`src/rtl/ika87ad_pkg.sv`:
```
// Shared constants for the opcode fetch front end and the opcode decoder:
// page numbers, prefix byte values and the fetch FSM state encoding.
package ika87ad_pkg;

    localparam logic [2:0] PG_MAIN = 3'd0;
    localparam logic [2:0] PG_48   = 3'd1;
    localparam logic [2:0] PG_60   = 3'd2;
    localparam logic [2:0] PG_64   = 3'd3;
    localparam logic [2:0] PG_70   = 3'd4;
    localparam logic [2:0] PG_74   = 3'd5;

    localparam logic [7:0] PFX_48 = 8'h48;
    localparam logic [7:0] PFX_60 = 8'h60;
    localparam logic [7:0] PFX_64 = 8'h64;
    localparam logic [7:0] PFX_70 = 8'h70;
    localparam logic [7:0] PFX_74 = 8'h74;

    typedef enum logic [1:0] {
        IDLE   = 2'd0,
        FETCH1 = 2'd1,
        FETCH2 = 2'd2,
        HOLD   = 2'd3
    } state_t;

endpackage

```
`src/rtl/ika87ad_prefix_detect.sv`:
```
// Classifies a fetched byte as one of the five prefixes and maps it
// to its decoder page; non-prefix bytes report page 0.
module ika87ad_prefix_detect
    import ika87ad_pkg::*;
(
    input  logic [7:0] i_BYTE,
    output logic       o_IS_PREFIX,
    output logic [2:0] o_PAGE
);

    always_comb begin
        o_IS_PREFIX = 1'b1;
        o_PAGE      = PG_MAIN;
        unique case (i_BYTE)
            PFX_48:  o_PAGE = PG_48;
            PFX_60:  o_PAGE = PG_60;
            PFX_64:  o_PAGE = PG_64;
            PFX_70:  o_PAGE = PG_70;
            PFX_74:  o_PAGE = PG_74;
            default: o_IS_PREFIX = 1'b0;
        endcase
    end

endmodule

```
`src/rtl/ika87ad_opfetch.sv`:
```
// Instruction register and prefix tracker: fetches opcode bytes, folds a
// prefix into a page, and injects the interrupt pseudo-opcode at boundaries.
module ika87ad_opfetch
    import ika87ad_pkg::*;
#(
    parameter logic [7:0] INT_OPCODE   = 8'h73,
    parameter logic [7:0] RESET_OPCODE = 8'h00
) (
    input  logic       i_EMUCLK,
    input  logic       i_RESET,
    input  logic       i_CEN,
    input  logic       i_NEXT,
    output logic       o_FETCH_REQ,
    input  logic       i_FETCH_ACK,
    input  logic [7:0] i_FETCH_DATA,
    output logic       o_PC_INC,
    input  logic       i_INT_PEND,
    output logic       o_INT_ACK,
    output logic [7:0] o_OPCODE,
    output logic [2:0] o_OPCODE_PAGE,
    output logic       o_IR_VLD,
    output logic       o_PREFIXED
);

    state_t     r_state;
    logic [7:0] r_opcode;
    logic [2:0] r_page;
    logic       r_prefixed;
    logic       r_pc_inc;
    logic       r_int_ack;

    logic       w_is_prefix;
    logic [2:0] w_page;

    ika87ad_prefix_detect u_pfx (
        .i_BYTE      (i_FETCH_DATA),
        .o_IS_PREFIX (w_is_prefix),
        .o_PAGE      (w_page)
    );

    always_ff @(posedge i_EMUCLK or posedge i_RESET) begin
        if (i_RESET) begin
            r_state    <= IDLE;
            r_opcode   <= RESET_OPCODE;
            r_page     <= PG_MAIN;
            r_prefixed <= 1'b0;
            r_pc_inc   <= 1'b0;
            r_int_ack  <= 1'b0;
        end else if (i_CEN) begin
            r_pc_inc  <= 1'b0;
            r_int_ack <= 1'b0;
            unique case (r_state)
                IDLE, HOLD: begin
                    if (i_NEXT) begin
                        if (i_INT_PEND) begin
                            r_opcode   <= INT_OPCODE;
                            r_page     <= PG_MAIN;
                            r_prefixed <= 1'b0;
                            r_int_ack  <= 1'b1;
                            r_state    <= HOLD;
                        end else begin
                            r_state <= FETCH1;
                        end
                    end
                end
                FETCH1: begin
                    if (i_FETCH_ACK) begin
                        r_pc_inc <= 1'b1;
                        if (w_is_prefix) begin
                            r_page     <= w_page;
                            r_prefixed <= 1'b1;
                            r_state    <= FETCH2;
                        end else begin
                            r_opcode   <= i_FETCH_DATA;
                            r_page     <= PG_MAIN;
                            r_prefixed <= 1'b0;
                            r_state    <= HOLD;
                        end
                    end
                end
                FETCH2: begin
                    // Second byte is always the raw opcode, even if it looks like a prefix
                    if (i_FETCH_ACK) begin
                        r_opcode <= i_FETCH_DATA;
                        r_pc_inc <= 1'b1;
                        r_state  <= HOLD;
                    end
                end
                default: r_state <= IDLE;
            endcase
        end
    end

    assign o_FETCH_REQ   = (r_state == FETCH1) || (r_state == FETCH2);
    assign o_IR_VLD      = (r_state == HOLD);
    assign o_PC_INC      = r_pc_inc;
    assign o_INT_ACK     = r_int_ack;
    assign o_OPCODE      = r_opcode;
    assign o_OPCODE_PAGE = r_page;
    assign o_PREFIXED    = r_prefixed;

endmodule

```
`config.mk`:
```
export PLATFORM = sky130hd
export DESIGN_NAME = ika87ad_opfetch
export DESIGN_NICKNAME = d
export VERILOG_FILES = /design/src/rtl/ika87ad_pkg.sv /design/src/rtl/ika87ad_prefix_detect.sv /design/src/rtl/ika87ad_opfetch.sv
export SDC_FILE = /design/constraint.sdc
export NUM_CORES = 1
export LEC_CHECK = 0
export ABC_AREA = 1
export CAP_MARGIN = 20
export CORE_MARGIN = 2
export CORE_UTILIZATION = 48
export CTS_BUF_LIST = sky130_fd_sc_hd__clkbuf_8
export DETAILED_ROUTE_END_ITERATION = 12
export HOLD_SLACK_MARGIN = 0.12
export PLACE_DENSITY = 0.91
export SYNTH_ARGS = -nofsm -noshare
export SYNTH_HDL_FRONTEND = slang
export SYNTH_HIERARCHICAL = 1
export SYNTH_SLANG_ARGS = --single-unit
```
`constraint.sdc`:
```
create_clock -name i_EMUCLK -period 2.2 [get_ports i_EMUCLK]
set_clock_uncertainty 0.1 [all_clocks]
set_input_delay 0.66 -clock i_EMUCLK [delete_from_list [all_inputs] [get_ports i_EMUCLK]]
set_output_delay 0.66 -clock i_EMUCLK [all_outputs]
set_load 0.01 [all_outputs]
```
Word level (Yosys, flattened, before mapping)
Index checks and enable logic that the tools add are counted.
{"block": "op_classes", "eq_ne": 13, "reduce_logical": 9, "n_mux": 29}
{"op": "$eq 8x7->1 const B", "n": 5}
{"op": "$mux 8", "n": 5}
{"op": "$pmux 8 s3", "n": 1}
{"op": "$pmux 3 s5", "n": 1}
{"op": "$mux 3", "n": 4}
{"op": "$mux 1", "n": 11}
{"op": "$ne 2x2->1 const B", "n": 5}
{"op": "$mux 2", "n": 4}
{"op": "$pmux 2 s3", "n": 1}
{"op": "$pmux 3 s2", "n": 1}
{"op": "$reduce_and 6->1", "n": 1}
{"op": "$reduce_and 5->1", "n": 1}
{"op": "$reduce_or 5->1", "n": 1}
{"op": "$eq 2x2->1 const B", "n": 2}
{"op": "$reduce_and 4->1", "n": 1}
{"op": "$reduce_or 2->1", "n": 2}
{"op": "$eq 2x1->1 const B", "n": 1}
{"op": "$logic_not 2->1", "n": 1}
{"op": "$pmux 1 s2", "n": 1}
{"op": "$reduce_bool 2->1", "n": 1}
{"op": "$logic_or 1x1->1", "n": 1}
{"block": "word_totals", "inputBits": 14, "out_inout_bits": 16, "ff_bits": 16, "elab_cells": 57}

Logic depth before layout (Yosys ltp)
Gate-level depths: netlist of run 1.
{"block": "logic_depth", "ltp_word": 6, "ltp_mapped": 11, "mapped_depth_nobuf": 11}

By module
Netlist of run 1, hierarchy kept.
{"module": "ika87ad_opfetch", "cells_per_inst": 107, "area_per_inst_um2": 892.1, "seq_area_each_um2": 400.4, "n_inst": 1}
{"module": "ika87ad_prefix_detect", "cells_per_inst": 28, "area_per_inst_um2": 127.6, "seq_area_each_um2": 0.0, "n_inst": 1}

Least setup slack after synthesis of run 1
OpenSTA, ideal clock, no wires.
{"block": "synth_path", "kind": "input port to flip-flop", "from": "input i_FETCH_DATA[7]", "to": "register r_opcode[5], in the netlist o_OPCODE[5]", "t_required_ns": 1.983, "cell_stages": 11, "slack_ns": 0.499, "arrival_time_ns": 1.484, "setup_time_ns": 0.117, "path_buffers": 0, "cell_sequence": "inv_2 -> nand2_2 -> inv_1 -> nand3_2 -> nand2_1 -> nand2_1 -> inv_1 -> nor2_4 -> nand3_4 -> nand2_1 -> nand2_1"}
{"block": "synth_via", "elab_chain_cells": 5, "elab_cells_between_ends": 9, "cone_classes": "eq/ne: 6; mux: 1; reduce/logical: 2"}
{"element": "start: declaration", "line_no": "ika87ad_opfetch.sv:15", "text": "input logic [7:0] i_FETCH_DATA,"}
{"element": "$eq 8x7->1", "line_no": "ika87ad_prefix_detect.sv:14", "text": "unique case (i_BYTE)"}
{"element": "$reduce_or 5->1 (no line) (*)"}
{"element": "$mux 1 (*)", "line_no": "ika87ad_prefix_detect.sv:14"}
{"element": "net w_is_prefix", "line_no": "ika87ad_opfetch.sv:32", "text": "logic w_is_prefix;"}
{"element": "$ne 2x2->1 (no line) (*)"}
{"element": "$reduce_and 6->1 (no line) (*)"}
{"element": "end signal: assignment", "line_no": "ika87ad_opfetch.sv:74", "text": "r_opcode <= i_FETCH_DATA;"}
{"element": "end signal: assignment", "line_no": "ika87ad_opfetch.sv:84", "text": "r_opcode <= i_FETCH_DATA;"}
{"element": "end: declaration", "line_no": "ika87ad_opfetch.sv:26", "text": "logic [7:0] r_opcode;"}
The timed path passes the listed nets; every way through them passes the cells marked *.
A chain may end at the register's enable or synchronous reset.

Final worst setup path of run 1
{"block": "layout_path", "from": "register r_state[1]", "to": "output o_FETCH_REQ"}
{"block": "layout_via", "elab_chain_cells": 2, "elab_cells_between_ends": 3, "cone_classes": "eq/ne: 2; reduce/logical: 1"}
{"element": "start: declaration", "line_no": "ika87ad_opfetch.sv:25", "text": "state_t r_state;"}
{"element": "start signal: assignment", "line_no": "ika87ad_opfetch.sv:43", "text": "r_state <= IDLE;"}
{"element": "start signal: assignment", "line_no": "ika87ad_opfetch.sv:60", "text": "r_state <= HOLD;"}
{"element": "start signal: assignment", "line_no": "ika87ad_opfetch.sv:62", "text": "r_state <= FETCH1;"}
{"element": "$eq 2x1->1 or $eq 2x2->1 (tied branches)", "line_no": "ika87ad_opfetch.sv:94", "text": "assign o_FETCH_REQ = (r_state == FETCH1) || (r_state == FETCH2);"}
{"element": "$logic_or 1x1->1 (*)", "line_no": "ika87ad_opfetch.sv:94"}
{"element": "end: declaration", "line_no": "ika87ad_opfetch.sv:13", "text": "output logic o_FETCH_REQ,"}
Mark *: on every way between the ends. The rest lies on a longest branch, timed or not.

==> out/results.txt, run 1 <==
CTS Hold Bufs: 0
area leader, netlist: dfrtp_1
dpl ws: -0.09042 ns
final worst setup slack: 0.07992 ns
initial antenna violation count: 0
Lkg Pwr: 0.7583 nW
crit path capture type: primary output
Yosys reg bits: 16
Top Layer Used: met4
clk sinks: 16
Root Buffer: clkbuf_8
CTS tree: yes
worst hold start: o_OPCODE_PAGE[2]
max-slew violations: 0
slowest CP cell: dfrtp_1
Non-Filler Instances: 203
final WL: 2.471 mm
placed cell count: 199
final hold vios: 0
period utilisation layout: 96.37%
remaining global-route overflow: 0
Max stage delay on crit path: 0.42 ns
max_slew headroom: 59.79%
clock buffer depth: 2
Worst-Skew Late Latency: 0.24 ns
post-CTS sizing: 1
area share of the largest cell type after synthesis: 39.26%
Crit Path Class: flip-flop to primary output
largest cells by area after synthesis: dfrtp_1 (39%), nand2_1 (16%), nand4_1 (7.4%)
I/O pin cnt: 30
WL met2: 1.300 mm
Peak VDD IR: 0.7795 mV
die area: 2509 um^2
Net Count, Synth: 153
cells after synthesis: 135
Die X: 50.09 um
first-pass GRT wire length: 4.202 mm
placed cell area: 1400 um^2
Post-CTS Setup Repair Bufs: 0
Synth Area in Compound Gates: 3.804%
crit-path max FO: 4
DP HPWL: 1.797 mm
Final Setup Violations: 0
DR WL/cell: 12.17 um
Final ANT Viol Nets: 0
synth warn: 6
worst r2r src: r_state[0]
input/output buffers: 29
hold path endpoint: o_OPCODE_PAGE[2]
area of the core: 1982 um^2
1st-iter DRT viols: 21
Synth Area in Simple Gates: 41.72%
row cnt: 16
multiplexer share of the synthesized area: 0%
Worst-Margin Slew: 0.6026 ns
vias in the first global route: 953
Final Wtd Congestion: 0.8291
Max Cap Viol: 0
crit path DAT: 1.36 ns
fraction of layout cells with a size suffix above 1: 19.89%
Via density: 5.128
antenna diode count: 0
Period minus WS final: 2.120 ns
commonest non-fill, non-tap cell in the layout: nand2_1
Filler cells: 129
hold depth: 2
register area share after synthesis: 39.26%
HP Class: flip-flop to flip-flop
DRC Markers: 0
R2R depth: 6
Required @ worst endpoint: 1.44 ns
Worst-path clk slew: 0.06 ns
fin area: 1460 um^2
worst flop-to-flop path endpoint: o_OPCODE[4]
iteration count of the initial detailed-routing pass: 4
fmax: 471.7 MHz
Final Core Density: 73.67%
largest net degree at the start of global routing: 17
post-synthesis adder-cell area fraction: 4.908%
H-tree levels: 1
Tot GR Track Use: 21.82%
post-synthesis xor/xnor area fraction: 0%
worst path cell trace: ha_1, inv_2, dlygate4sd2_1
Post-Syn Area per Cell: 7.554 um^2
Worst Setup Start Kind: flip-flop
mapped cell area: 1020 um^2
WL met1: 1.026 mm
Nets: 195
PwrDens: 1223 nW/um^2
status: finished clean
largest family of logic cells by synthesized area: simple AND/OR/NAND/NOR gates
initial core utilization: 51.45%
most frequent cells in the layout: nand2_1 (43), clkdlybuf4s50_1 (27), inv_1 (19)
Num CTS Buffers: 3
metal3 WL: 106 um
reg2reg setup slack: 0.49 ns
DIE HEIGHT: 50.09 um
vias after detailed routing: 1,041
synth unique cells: 22
Layout Area Growth over Synthesis: 43.19%
kinds of logic (layout without fill, tap and decap cells):
logic type               count (synthesis)  count (layout)
AO/OA/AOI/OAI                            5               5
flip-flops                              16              16
adder cells (fa/ha/maj)                  4               4
buffers and inverters                   25              66
AND/OR/NAND/NOR                         85              85
metal layers:
| metal | vias up | GRT usage (%) |
|---|---|---|
| met5 | - | 0 |
| met4 | 0 | 8.796 |
| met3 | 6 | 1.515 |
| met2 | 47 | 40.35 |
| met1 | 487 | 25.63 |
| li1 | 501 | - |
layout make-up:
type,instances,area [um^2],share of cell area (%)
sequential,16,400.4,27.42
multi-input combinational,94,514.2,35.22
inverter,23,86.33,5.913
tap,27,33.78,2.314
timing repair buffer,39,370.4,25.36
clock buffer,4,55.05,3.770
sequential cells by signal (all words and copies together), names as in the netlist:
signal / flops
o_PC_INC: 1
r_state: 2
o_OPCODE_PAGE: 3
o_OPCODE: 8
o_PREFIXED: 1
o_INT_ACK: 1
synthesized netlist by cell type (all sizes together):
| cell | instances |
|---|---|
| buf | 2 |
| dfrtp | 16 |
| ha | 4 |
| inv | 23 |
| nand2 | 47 |
| nand3 | 3 |
| nand4 | 12 |
| nor2 | 16 |
| nor3 | 2 |
| o21ai | 3 |
| o22ai | 2 |
| or2 | 5 |
per-stage QoR:
stage / power [mW] / hold slack (ns) / TNS, ns
2_1_floorplan: 1.121 / 0.4063 / 0
3_3_place_gp: 1.466 / 0.3548 / -0.1390
5_1_grt: 1.914 / 0.4126 / -0.007623
3_5_place_dp: 1.509 / 0.3608 / -0.6031
6_report: 1.786 / 0.3746 / 0
4_1_cts: 1.770 / 0.3767 / 0
how the worst max path moves through the flow:
stage / start / end / slack (ns) / cells after the start
2_1_floorplan: i_FETCH_DATA[7] / o_OPCODE[5] / 0.50 / 11
3_3_place_gp: i_FETCH_DATA[0] / o_OPCODE[2] / -0.04 / 12
3_5_place_dp: i_FETCH_DATA[3] / o_OPCODE[3] / -0.09 / 11
4_1_cts: r_state[0] / o_IR_VLD / 0.02 / 3
5_1_grt: i_FETCH_DATA[0] / o_OPCODE[4] / -0.008 / 12
6_report: r_state[1] / o_FETCH_REQ / 0.08 / 3
worst max-delay path, delay by kind of cell (launching register included):
kind	cells	cell delay, ns
adder cells (fa/ha/maj)	1	0.33
buffers and inverters	2	0.36
flip-flops	1	0.42
power by group:
part / internal [mW] / total (mW) / switching [mW]
clock network: 0.159 / 0.258 / 0.0996
registers: 0.400 / 0.458 / 0.0582
logic: 0.469 / 1.07 / 0.600
total: 1.03 / 1.79 / 0.758
(Power assumes the default switching activity.)
==> run 2: changes to the inputs <==
--- a/config.mk
+++ b/config.mk
@@ -13,6 +13,7 @@
 export DETAILED_ROUTE_END_ITERATION = 12
 export HOLD_SLACK_MARGIN = 0.12
 export PLACE_DENSITY = 0.91
+export SLEW_MARGIN = 20
 export SYNTH_ARGS = -nofsm -noshare
 export SYNTH_HDL_FRONTEND = slang
 export SYNTH_HIERARCHICAL = 1
==> results of run 2 <==
Same layout as run 1: the final DEF is identical, and so are final timing and power.
